## config.mk

```make
export PLATFORM = sky130hd
export DESIGN_NAME = psum_relu_quant_fifo
export DESIGN_NICKNAME = d
export VERILOG_FILES = /design/src/rtl/psum_relu_quant_fifo.sv
export SDC_FILE = /design/constraint.sdc
export NUM_CORES = 1
export LEC_CHECK = 0
export CAP_MARGIN = 20
export CORE_MARGIN = 10
export CORE_UTILIZATION = 50
export CTS_CLUSTER_DIAMETER = 50
export DETAILED_ROUTE_END_ITERATION = 12
export PLACE_DENSITY = 0.7
export SYNTH_ARGS = -nofsm -noshare
export SYNTH_HDL_FRONTEND = slang
export SYNTH_SLANG_ARGS = --single-unit
```

## constraint.sdc

```tcl
create_clock -name clk -period 3.32 [get_ports clk]
set_input_delay 0.332 -clock clk [delete_from_list [all_inputs] [get_ports clk]]
set_output_delay 0.332 -clock clk [all_outputs]
set_load 0.01 [all_outputs]
```

## src/rtl/psum_relu_quant_fifo.sv

```systemverilog
// ----------------------------------------------------------------------------
// psum_relu_quant_fifo
//
// Downstream stage of the MAC array. Each accepted signed partial sum goes
// through ReLU, a right-shift requantization and unsigned saturation, which
// yields a bw-bit activation for the next layer. Results are buffered in a
// small FIFO with valid/ready handshakes on both sides. Each entry carries a
// tag that marks the last element of an output row.
//
// Ports:
//   clk        in   1              rising-edge clock
//   reset_n    in   1              asynchronous active-low reset
//   in_valid   in   1              in_psum is valid
//   in_ready   out  1              block can accept in_psum this cycle (!full)
//   in_psum    in   psum_bw        signed partial sum from the MAC
//   out_valid  out  1              out_act/out_last are valid (!empty)
//   out_ready  in   1              consumer accepts the current head entry
//   out_act    out  bw             unsigned quantized activation (0 when empty)
//   out_last   out  1              head entry closes a row (0 when empty)
//   count      out  log2(depth)+1  current occupancy
//   full       out  1              count == depth
//   empty      out  1              count == 0
//   sat_flag   out  1              sticky: some accepted psum saturated
// ----------------------------------------------------------------------------
module psum_relu_quant_fifo #(
  parameter int bw      = 4,
  parameter int psum_bw = 16,
  parameter int shift   = 2,
  parameter int depth   = 8,
  parameter int row_len = 4
) (
  input  logic                     clk,
  input  logic                     reset_n,
  input  logic                     in_valid,
  output logic                     in_ready,
  input  logic [psum_bw-1:0]       in_psum,
  output logic                     out_valid,
  input  logic                     out_ready,
  output logic [bw-1:0]            out_act,
  output logic                     out_last,
  output logic [$clog2(depth):0]   count,
  output logic                     full,
  output logic                     empty,
  output logic                     sat_flag
);

  localparam int aw = $clog2(depth);
  localparam int cw = aw + 1;
  localparam int rw = (row_len > 1) ? $clog2(row_len) : 1;

  // Largest activation, zero-extended to the psum width for comparison.
  localparam logic [psum_bw-1:0] act_max_ext = psum_bw'((1 << bw) - 1);

  // ReLU + logical right shift + unsigned saturation.
  // Returns {saturated, act}.
  function automatic logic [bw:0] quantize(input logic [psum_bw-1:0] psum);
    logic [psum_bw-1:0] v;
    logic [bw:0]        res;
    v = psum >> shift;
    if (psum[psum_bw-1]) begin
      res = {1'b0, {bw{1'b0}}};
    end else if (v > act_max_ext) begin
      res = {1'b1, {bw{1'b1}}};
    end else begin
      res = {1'b0, v[bw-1:0]};
    end
    return res;
  endfunction

  // Storage: each entry is {last, act}. Contents are deliberately not reset.
  logic [bw:0]    mem_r [depth];
  logic [aw-1:0]  wr_ptr_r;
  logic [aw-1:0]  rd_ptr_r;
  logic [cw-1:0]  count_r;
  logic [rw-1:0]  row_cnt_r;
  logic           sat_r;

  logic           full_s;
  logic           empty_s;
  logic           wr_fire_s;
  logic           rd_fire_s;
  logic           row_last_s;
  logic [bw:0]    quant_s;
  logic [bw:0]    head_s;
  logic [cw-1:0]  count_nxt_s;
  logic [rw-1:0]  row_cnt_nxt_s;

  // Occupancy flags come straight from the count register, so they change only after an edge.
  always_comb begin
    full_s  = (count_r == cw'(depth));
    empty_s = (count_r == {cw{1'b0}});
  end

  // Handshake decode and per-write transform.
  always_comb begin
    wr_fire_s  = in_valid && !full_s;
    rd_fire_s  = !empty_s && out_ready;
    row_last_s = (row_cnt_r == rw'(row_len - 1));
    quant_s    = quantize(in_psum);
    head_s     = mem_r[rd_ptr_r];
  end

  // Next occupancy: a simultaneous write and read leave count unchanged.
  always_comb begin
    count_nxt_s = count_r;
    case ({wr_fire_s, rd_fire_s})
      2'b10:   count_nxt_s = count_r + cw'(1);
      2'b01:   count_nxt_s = count_r - cw'(1);
      default: count_nxt_s = count_r;
    endcase
  end

  // Next row position: advance on each write, wrap after the last column.
  always_comb begin
    row_cnt_nxt_s = row_cnt_r;
    if (wr_fire_s) begin
      if (row_last_s) begin
        row_cnt_nxt_s = {rw{1'b0}};
      end else begin
        row_cnt_nxt_s = row_cnt_r + rw'(1);
      end
    end else begin
      row_cnt_nxt_s = row_cnt_r;
    end
  end

  // Pointer, occupancy, row-position and sticky saturation state.
  always_ff @(posedge clk or negedge reset_n) begin
    if (!reset_n) begin
      wr_ptr_r  <= {aw{1'b0}};
      rd_ptr_r  <= {aw{1'b0}};
      count_r   <= {cw{1'b0}};
      row_cnt_r <= {rw{1'b0}};
      sat_r     <= 1'b0;
    end else begin
      count_r   <= count_nxt_s;
      row_cnt_r <= row_cnt_nxt_s;
      // depth is a power of two, so the pointers wrap naturally.
      if (wr_fire_s) begin
        wr_ptr_r <= wr_ptr_r + aw'(1);
      end
      if (rd_fire_s) begin
        rd_ptr_r <= rd_ptr_r + aw'(1);
      end
      if (wr_fire_s && quant_s[bw]) begin
        sat_r <= 1'b1;
      end
    end
  end

  // Entry storage write port; no reset because stale data is never exposed.
  always_ff @(posedge clk) begin
    if (wr_fire_s) begin
      mem_r[wr_ptr_r] <= {row_last_s, quant_s[bw-1:0]};
    end
  end

  // Output drive: the head entry is visible without a request and is masked to zero when empty.
  always_comb begin
    in_ready  = !full_s;
    out_valid = !empty_s;
    full      = full_s;
    empty     = empty_s;
    count     = count_r;
    sat_flag  = sat_r;
    if (empty_s) begin
      out_act  = {bw{1'b0}};
      out_last = 1'b0;
    end else begin
      out_act  = head_s[bw-1:0];
      out_last = head_s[bw];
    end
  end

endmodule

```

==> impl_results.md <==
- Count of input and output buffers: 31
- Avg Cell Area, Syn: 16.0 sq um
- Combinational share of power: 0.371
- Yosys top cell area share: 0.513
- Worst-Skew Late Latency: between 300 and 400 ps
- Hold Crit Class: in2async
- Fin crit share: 0.830
- Clock tree buffer depth: 2
- Setup tns final: 0 ps
- Switching Fraction: 0.331
- Met2 GRT Util: 0.195
- Minimum clock period: 2750 ps
- Drt wl/cell: roughly 19 microns
- CP arrival: roughly 2400 ps
- Power Density: approximately 800 nW/um^2
- Power share of the clock group: 0.152
- P_int: 1.52 mW
- Critical path's slowest cell: dfrtp_1
- Final Skew: roughly 10 ps
- Vias: 1304
- Setup CP Type: reg2out
- Nets: just over 200
- Final antenna-violating net count: 0
- FF-to-FF Start: count[2]
- Crit end category: primary output
- Post-CTS sizing: 0
- Worst path top cell family by delay: flip-flops
- Register share of total power: 0.478
- Final setup viols: 0
- Core footprint: 4440 sq um
- Synthesized instance count: 146
- Share of layout cells above drive strength 1: 0.143
- TritonRoute pass-1 iters: 4
- Chip height: just under 90 microns
- Critical-path cell list: mux4_2, mux2i_1, nor2_1, clkdlybuf4s50_1
- Worst Path Max Fanout: 12
- FF-to-FF End: count[2]
- Met3 Usage GRT: 0.0368
- Slew @ Worst Pin: 971 ps
- Die area: between 7000 and 8000 sq um
- Slew margin rel.: 0.347
- Worst vdd ir: between 400 and 500 uV
- Fin Hold WS: 400 ps
- Run status: completed
- Antenna Cells: 0
- Max Freq: 363 MHz
- Mapped cell area: approximately 2300 sq um
- Num rows: 24
- TritonCTS clock tree: done
- Final hold violation count: 0
- Largest cells by area after synthesis: edfxtp_1 51%, dfrtp_1 14%, mux4_2 9.6%, ha_1 3.2%, mux2i_1 2.6%
- Count leader, synth: edfxtp_1
- Met1 Use GR: 0.151
- Remaining DRCs: 0
- Post-synth EDFFs: 40
- Routability Congestion: roughly 0.74
- TritonCTS Sinks: 53
- Vias in the first global route: roughly 1400
- Final WL: roughly 4400 microns
- Worst-path clk slew: 90 ps
- Multi-input gate area: 744 sq um
- Flops & latches, synth: 53
- Setup Buffers After CTS: 0
- Final HPWL from detailed placement: approximately 3300 microns
- Pin count of the biggest net entering global routing: 16
- Crit path largest cell delay: 820 ps
- Final Max Tran Viols: 0
- Synth cell count leaders: 40 x edfxtp_1, 13 x dfrtp_1, 11 x nand2_1, 10 x mux4_2
- Worst Path Required: roughly 3000 ps
- CP Launch Type: register
- Maxcap violations: 0
- Count of cell types in the netlist: 33
- # fillers: 321
- Crit path depth: 4
- Die Span X: roughly 90 microns
- Cts bufs inserted: 5
- R2r worst-path depth: 10
- RSZ-0062 raised after global routing: false
- Grt total ovfl: 0
- Flop2flop setup slack: ~790 ps
- Initial antenna violation count: 0
- Area Growth Syn to Fin: 18.8%
- Root Driver: clkbuf_8
- Htree depth: 2
- Initial DRC Count: 100
- DR vias/cell: 5.57
- Post-synthesis sequential area ratio: 0.652
- Post-synth ARST share: 0.245
- GRT busiest layer: met2
- Net Switching: about 0.75 mW
- Mapped Nets: between 150 and 200
- Seq. cell area: 1530 sq um
- Commonest register cell after synthesis: edfxtp_1
- Critical path buffers and inverters: 1
- Leakage: slightly above 1 nW
- Cell taking the most area after synthesis: edfxtp_1
- Initial Utilization: 0.526
- GR Util All Layers: 0.123
- First-pass GRT wire length: about 7100 microns
- Number of synthesis warnings: 0
- Hold_buf cts: 0
- IO Count: 34
## kinds of logic (layout without fill, tap and decap cells)
group           after synthesis  after routing  synth area share
flops                        53             53             0.652
simple gates                 37             37            0.0979
mux                          18             18             0.133
buf+inv                      14             50            0.0294
compound gates                9              9            0.0214
xor+xnor                      9              9            0.0337
fa+ha+maj                     6              6            0.0321
## flip-flops by register name, summed over array words and instances, names as in the netlist
register   count
rd_ptr_r       3
count          4
mem_r         40
row_cnt_r      2
wr_ptr_r       3
sat_flag       1
## cell usage in the layout (no fill, tap or decap), types with 2 or more instances in the layout
cell type,Yosys,routed
edfxtp_1,40,40
clkdlybuf4s50_1,0,31
dfrtp_1,13,13
nand2_1,11,11
mux4_2,10,10
inv_1,8,8
nor2_1,8,8
a21oi_1,6,6
mux2i_1,6,6
ha_1,6,6
xnor2_1,5,5
clkbuf_8,1,5
nor3_1,4,4
xor2_1,4,4
nor4_1,3,3
nor3b_1,2,2
clkinv_1,0,2
buf_4,1,2
## metrics by stage
step | util | std cells | cell area [sq um] | total power [mW] | setup WS, ps
2_1_floorplan | - | 146 | 2340 | 1.62 | 921
3_3_place_gp | 0.607 | 226 | 2700 | 1.91 | 894
3_5_place_dp | 0.607 | 226 | 2700 | 1.97 | 795
4_1_cts | 0.625 | 234 | 2780 | 2.31 | 503
5_1_grt | 0.625 | 234 | 2780 | 2.43 | 364
6_report | 0.625 | 234 | 2780 | 2.28 | 566
## power groups by stage
stage	clock network [mW]	logic, mW	registers [mW]
2_1_floorplan	0	0.626	0.992
3_3_place_gp	0	0.821	1.09
3_5_place_dp	0	0.857	1.11
4_1_cts	0.352	0.860	1.09
5_1_grt	0.386	0.920	1.13
6_report	0.345	0.844	1.09
## metal layers
metal / up-vias / wire length [microns]
met3: 7 / 245
met4: 0 / 85
li1: 613 / -
met5: - / 0
met1: 649 / 1950
met2: 35 / 2090
## how the worst max path moves through the flow
stage	slack, ps	endpoint	start
floorplan	920	count[2]	count[2]
global placement	890	out_last	rd_ptr_r[0]
detailed placement	800	count[2]	count[2]
CTS	500	out_act[0]	rd_ptr_r[0]
global route	360	out_act[2]	rd_ptr_r[0]
finish	570	out_act[0]	rd_ptr_r[0]
## layout make-up
| class | count | share of cell area |
|---|---|---|
| clock buffers | 5 | 0.0248 |
| clock inverters | 3 | 0.00450 |
| inverters | 9 | 0.0131 |
| multi-input cells | 79 | 0.268 |
| flip-flops and latches | 53 | 0.549 |
| well taps | 52 | 0.0234 |
| repair buffers | 33 | 0.117 |
No activity file was read; power rests on OpenSTA's default activity.
